==> src/rtl/vend_fsm_param.sv <==
// ---------------------------------------------------------------------------
// vend_fsm_param
//
// Parametrised vending-machine controller. It accumulates coin credit up to
// MAX_CREDIT and serves one of NUM_PROD products, each with its own price
// from the packed PRICES table. A vend deducts the price and pays any
// remainder as change on the following cycle. A cancel refunds the whole
// credit. Every output is a register, so no input reaches an output within
// the same cycle.
//
// Ports:
//   clock, reset     rising-edge clock; synchronous active-high reset
//   coin_valid       a coin is presented this cycle
//   coin_value       value of the presented coin
//   select_valid     a product selection is made this cycle
//   select_id        index of the selected product
//   cancel           refund request
//   credit           current credit
//   vend_valid       one-cycle dispense strobe
//   vend_id          product being dispensed (meaningful with vend_valid)
//   change_valid     one-cycle change strobe
//   change_amount    change to pay while change_valid is high, else 0
//   coin_reject      previous cycle's coin was not accepted
//   short_err        previous cycle's selection lacked credit
//   sel_err          previous cycle's selection index was out of range
//   busy             high while dispensing or paying change
// ---------------------------------------------------------------------------
module vend_fsm_param #(
    parameter int                          NUM_PROD   = 4,
    parameter int                          CREDIT_W   = 8,
    parameter int                          SEL_W      = 2,
    parameter logic [NUM_PROD*CREDIT_W-1:0] PRICES    = {8'd25, 8'd20, 8'd15, 8'd10},
    parameter int                          MAX_CREDIT = 50
) (
    input  logic                clock,
    input  logic                reset,
    input  logic                coin_valid,
    input  logic [CREDIT_W-1:0] coin_value,
    input  logic                select_valid,
    input  logic [SEL_W-1:0]    select_id,
    input  logic                cancel,
    output logic [CREDIT_W-1:0] credit,
    output logic                vend_valid,
    output logic [SEL_W-1:0]    vend_id,
    output logic                change_valid,
    output logic [CREDIT_W-1:0] change_amount,
    output logic                coin_reject,
    output logic                short_err,
    output logic                sel_err,
    output logic                busy
);

    typedef enum logic [1:0] {
        S_IDLE,
        S_CREDIT,
        S_VEND,
        S_CHANGE
    } state_t;

    localparam int                NUM_SLOTS  = 2 ** SEL_W;
    localparam logic [SEL_W:0]    NUM_PROD_W = (SEL_W + 1)'(NUM_PROD);
    localparam logic [CREDIT_W:0] MAX_W      = (CREDIT_W + 1)'(MAX_CREDIT);

    state_t state, state_next;
    logic [CREDIT_W-1:0] credit_next;

    // Next values of the registered outputs.
    logic                vend_valid_n;
    logic [SEL_W-1:0]    vend_id_n;
    logic                change_valid_n;
    logic [CREDIT_W-1:0] change_amount_n;
    logic                coin_reject_n;
    logic                short_err_n;
    logic                sel_err_n;
    logic                busy_n;

    // Price lookup padded to the full select range; unused slots read 0 but
    // are never used because the index check blocks them.
    logic [CREDIT_W-1:0] price_tab [NUM_SLOTS];

    for (genvar i = 0; i < NUM_SLOTS; i++) begin : g_price
        if (i < NUM_PROD) begin : g_used
            assign price_tab[i] = PRICES[i*CREDIT_W +: CREDIT_W];
        end else begin : g_unused
            assign price_tab[i] = '0;
        end
    end

    // Shared decision terms. A selection is judged against the credit held
    // before this cycle's coin, so only credit (the register) feeds them.
    logic                accepting;
    logic                sel_idx_ok;
    logic [CREDIT_W-1:0] price_sel;
    logic                credit_ok;
    logic                do_cancel;
    logic                do_vend;
    logic [CREDIT_W:0]   coin_sum;
    logic                coin_ok;
    logic [CREDIT_W-1:0] remain;

    assign accepting  = (state == S_IDLE) || (state == S_CREDIT);
    assign sel_idx_ok = {1'b0, select_id} < NUM_PROD_W;
    assign price_sel  = price_tab[select_id];
    assign credit_ok  = credit >= price_sel;
    assign do_cancel  = accepting && cancel;
    assign do_vend    = accepting && !cancel && select_valid && sel_idx_ok && credit_ok;
    // One extra bit so the ceiling test cannot be fooled by wrap-around.
    assign coin_sum   = {1'b0, credit} + {1'b0, coin_value};
    // A pending cancel or a successful vend takes the cycle; the coin loses.
    assign coin_ok    = accepting && !cancel && !do_vend && coin_valid &&
                        (coin_value != '0) && (coin_sum <= MAX_W);
    assign remain     = credit - price_sel;

    // State register and output registers.
    always_ff @(posedge clock) begin
        // NOTE: non-blocking assignments keep every register sampling the
        // pre-edge values, so the order of these lines does not matter.
        if (reset) begin
            state         <= S_IDLE;
            credit        <= '0;
            vend_valid    <= 1'b0;
            vend_id       <= '0;
            change_valid  <= 1'b0;
            change_amount <= '0;
            coin_reject   <= 1'b0;
            short_err     <= 1'b0;
            sel_err       <= 1'b0;
            busy          <= 1'b0;
        end else begin
            state         <= state_next;
            credit        <= credit_next;
            vend_valid    <= vend_valid_n;
            vend_id       <= vend_id_n;
            change_valid  <= change_valid_n;
            change_amount <= change_amount_n;
            coin_reject   <= coin_reject_n;
            short_err     <= short_err_n;
            sel_err       <= sel_err_n;
            busy          <= busy_n;
        end
    end

    // Next-state and credit logic.
    always_comb begin
        // NOTE: defaults first so every path assigns every signal and no
        // latch is inferred.
        state_next  = state;
        credit_next = credit;
        case (state)
            S_IDLE, S_CREDIT: begin
                if (do_cancel) begin
                    // Cancel with no credit (IDLE) does nothing.
                    if (state == S_CREDIT) state_next = S_CHANGE;
                end else if (do_vend) begin
                    state_next  = S_VEND;
                    credit_next = remain;
                end else if (coin_ok) begin
                    state_next  = S_CREDIT;
                    credit_next = coin_sum[CREDIT_W-1:0];
                end
            end
            S_VEND: begin
                state_next = (credit != '0) ? S_CHANGE : S_IDLE;
            end
            S_CHANGE: begin
                state_next  = S_IDLE;
                credit_next = '0;
            end
            default: begin
                state_next  = S_IDLE;
                credit_next = '0;
            end
        endcase
    end

    // Output logic: values the output registers take at the next edge.
    always_comb begin
        vend_valid_n    = do_vend;
        vend_id_n       = do_vend ? select_id : vend_id;
        change_valid_n  = (do_cancel && (state == S_CREDIT)) ||
                          ((state == S_VEND) && (credit != '0));
        // Entering CHANGE the credit register still holds the amount owed.
        change_amount_n = change_valid_n ? credit : '0;
        coin_reject_n   = coin_valid && !coin_ok;
        short_err_n     = accepting && !cancel && select_valid && sel_idx_ok && !credit_ok;
        sel_err_n       = accepting && !cancel && select_valid && !sel_idx_ok;
        busy_n          = (state_next == S_VEND) || (state_next == S_CHANGE);
    end

endmodule
==> config.mk <==
export PLATFORM = sky130hd
export DESIGN_NAME = vend_fsm_param
export DESIGN_NICKNAME = d
export VERILOG_FILES = /design/src/rtl/vend_fsm_param.sv
export SDC_FILE = /design/constraint.sdc
export NUM_CORES = 1
export LEC_CHECK = 0
export BUFFER_PORTS_ARGS = -buffer_cell sky130_fd_sc_hd__buf_2
export CAP_MARGIN = 20
export CORE_ASPECT_RATIO = 0.75
export CORE_UTILIZATION = 39
export DETAILED_ROUTE_END_ITERATION = 8
export GPL_TIMING_DRIVEN = 0
export PLACE_DENSITY = 0.69
export SLEW_MARGIN = 10
export SYNTH_ARGS = -nofsm -noshare
export SYNTH_HDL_FRONTEND = slang
export SYNTH_SLANG_ARGS = --single-unit
==> constraint.sdc <==
create_clock -name clock -period 2.9 [get_ports clock]
set_input_delay 0 -clock clock [delete_from_list [all_inputs] [get_ports clock]]
set_output_delay 0 -clock clock [all_outputs]
set_load 0.01 [all_outputs]
==> results.sh <==
export IMPL_num_vias=1406
export IMPL_wl_mm=3.554
export IMPL_synth_edf_count=0
export IMPL_yosys_area_top_type_share_pct=32.39
export IMPL_p_sw_mw=0.4022
export IMPL_final_util_pct=50.39
export IMPL_numCtsBuffers=3
export IMPL_htree_levels=1
export IMPL_placedCellCount=268
export IMPL_switching_share_pct=37.36
export IMPL_hold_worst_slack_ns=0.06858
export IMPL_track_usage_pct=18.67
export IMPL_clockBufferDepth=2
export IMPL_slew_violations=0
export IMPL_crit_type="reg2reg"
export IMPL_cts_num_sinks=25
export IMPL_num_rows=19
export IMPL_setup_viol=0
export IMPL_seqCellArea_um2=501.7
export IMPL_grt_pass1_wl_mm=6.113
export IMPL_coreArea_um2=3732
export IMPL_finalCriticalPeriod_ns=2.662
export IMPL_fmax_ghz=0.3757
export IMPL_worstSkewPairLatency_ns=0.27
export IMPL_synth_flop_cell="dfxtp_1"
export IMPL_syn_area_um2=1545
export IMPL_finClkSkew_ns=0.008220
export IMPL_die_w_um=74.69
export IMPL_grt_util_met1_pct=28.59
export IMPL_clkTransAtPathRegs_ns=0.09
export IMPL_synth_area_leaders="dfxtp_1, ha_1, a21oi_1, and2_1, nand2_1"
export IMPL_yosys_area_top_type="dfxtp_1"
export IMPL_seqPwrFrac_pct=40.1
export IMPL_finalSetupTns_ns=0
export IMPL_die_h_um=56.51
export IMPL_synth_common_cells="dfxtp_1, a21oi_1, nand2_1"
export IMPL_yosysMostFrequentCell="dfxtp_1"
export IMPL_internal_power_mw=0.6744
export IMPL_start_util_pct=41.40
export IMPL_period_share_pct=91.78
export IMPL_grt_max_degree=16
export IMPL_ys_seq_area_share_pct=32.39
export IMPL_start_kind="register"
export IMPL_met3_usage_pct=4.129
export IMPL_antenna_left=0
export IMPL_antenna_found_initial=0
export IMPL_nFillCells=383
export IMPL_power_share_combinational_pct=40.5
export IMPL_final_setup_worst_slack_ns=0.2383
export IMPL_met2_usage_pct=26.64
export IMPL_grt_pass1_vias=1295
export IMPL_path_max_fanout=10
export IMPL_ys_ff_latch=25
export IMPL_ios=39
export IMPL_die_area_um2=4220
export IMPL_cp_arrival_ns=2.87
export IMPL_netlist_instances=180
export IMPL_dp_slack_ns=0.1789
export IMPL_crit_path_end_kind="register"
export IMPL_finalNetCount=256
export IMPL_cts_tree="built"
export IMPL_drive_gt1_share_pct=22.32
export IMPL_syn2layout_area_growth_pct=21.70
export IMPL_drt_pass1_iterations=4
export IMPL_total_power_mw=1.077
export IMPL_grt_busiest_layer="met1"
export IMPL_rsz0062_at_grt="false"
export IMPL_p_per_area_nw_per_um2=572.5
export IMPL_via_per_inst=5.094
export IMPL_drc=0
export IMPL_drv_cap=0
export IMPL_status="complete, no violations"
export IMPL_ys_types=44
export IMPL_worstHoldPathType="in2reg"
export IMPL_diodes=0
export IMPL_hold_viol=0
export IMPL_multi_input_area_um2=969.7
export IMPL_tightest_slew_ns=0.5135
export IMPL_synthArstFlopShare_pct=0
export IMPL_portBuffers=36
export IMPL_cp_required_ns=3.11
export IMPL_dpl_instance_area_um2=1790
export IMPL_final_area_um2=1881
export IMPL_globalRoute_totalOverflow=0
export IMPL_ir_drop_v=0.0002883
export IMPL_synth_area_per_cell_um2=8.585
export IMPL_gp_congestion=0.8256
export IMPL_pwr_share_clk_pct=19.4
export IMPL_yosysWarnings=0
export IMPL_cts_root_buf="clkbuf_8"
export IMPL_p_leak_nw=0.9201
export IMPL_finalNonFillerCells=276
export IMPL_drt_initial_drc_count=69
export IMPL_synth_nets=211
export IMPL_routedWlPerCell_um=12.88
export IMPL_place_hpwl_mm=2.838
export IMPL_relSlewSlack_pct=65.22
[path summary, 6_finish.rpt]
check / slack (ns) / startpoint / cells past startpoint / end
worst min-delay path: 0.07 / cancel / 4 / short_err$_SDFF_PP0_
worst max register to register: 0.24 / credit[0]$_SDFFE_PP0P_ / 11 / credit[5]$_SDFFE_PP0P_
worst min register to register: 0.46 / vend_id[1]$_SDFFE_PP0N_ / 2 / vend_id[1]$_SDFFE_PP0N_
worst max-delay path: 0.24 / credit[0]$_SDFFE_PP0P_ / 11 / credit[5]$_SDFFE_PP0P_
[cells by family after synthesis]
kind of cell	count (synthesis)	synth area share, %
adder cells (fa/ha/maj)	16	13.93
other	1	0.2427
multiplexers	6	3.968
AO/OA/AOI/OAI	46	18.95
XOR/XNOR	5	2.834
AND/OR/NAND/NOR	65	22.84
flip-flops	25	32.39
buffers and inverters	16	4.858
[area by class of cell]
cell class	count	area share, %
multi-input combinational	139	51.56
sequential	25	26.68
timing repair buffer	40	11.71
inverter	10	1.996
buffer	6	1.996
clock buffer	3	2.196
clock inverter	1	0.3992
tap	52	3.460
[sequential cells by signal, indices dropped and copies added (netlist names)]
name / flops
vend_id: 2
change_amount: 8
state: 2
coin_reject: 1
short_err: 1
change_valid: 1
busy: 1
vend_valid: 1
credit: 8
[worst max-delay path, cell delays in order (launching register included)]
cell and delay (ns):
dfxtp_2 0.41, ha_1 0.21, inv_1 0.06, fa_1 0.40, nand2b_1 0.18, a21oi_1 0.18
xor2_1 0.24, nand4_1 0.13, o211ai_2 0.11, buf_6 0.18, mux2_2 0.34, a31oi_1 0.15
[metal layers]
| metal | wire length [µm] | vias to the layer above | share of wire, % |
|---|---|---|---|
| li1 | - | 733 | - |
| met1 | 1814 | 621 | 51 |
| met2 | 1482 | 50 | 42 |
| met3 | 252 | 2 | 7.1 |
| met4 | 4 | 0 | 0.11 |
| met5 | 0 | - | 0 |
[power by group through the flow]
stage          Clock, mW  Sequential (mW)  Combinational, mW
6_report           0.209            0.432              0.436
5_1_grt            0.232            0.438              0.496
4_1_cts            0.213            0.431              0.433
3_5_place_dp           0            0.439              0.426
3_3_place_gp           0            0.439              0.419
2_1_floorplan          0            0.436              0.305
[repair_timing]
action,in CTS,in global routing
setup buffers,0,0
hold buffers,4,0
setup endpoints to repair,0,3
hold endpoints to repair,4,0
resized for setup,0,1
[layout by cell type (no fill, tap or decap), types with 2 or more instances in the layout]
master / count
a31oi_1: 2
nor3_1: 4
o21ai_0: 9
nor2_1: 7
dfxtp_1: 24
nor4_1: 3
nand2_1: 15
o311ai_1: 2
and2_1: 9
buf_2: 39
inv_1: 10
dlygate4sd3_1: 4
nand3_1: 6
nand4_1: 3
o21a_1: 3
nor2b_1: 3
nand2b_1: 3
fa_1: 2
a21oi_1: 19
or4_1: 3
a211o_1: 2
ha_1: 14
mux2i_1: 5
clkbuf_8: 3
or3_1: 3
xnor2_1: 4
a21o_1: 2
Power figures use the tool's default switching activity.
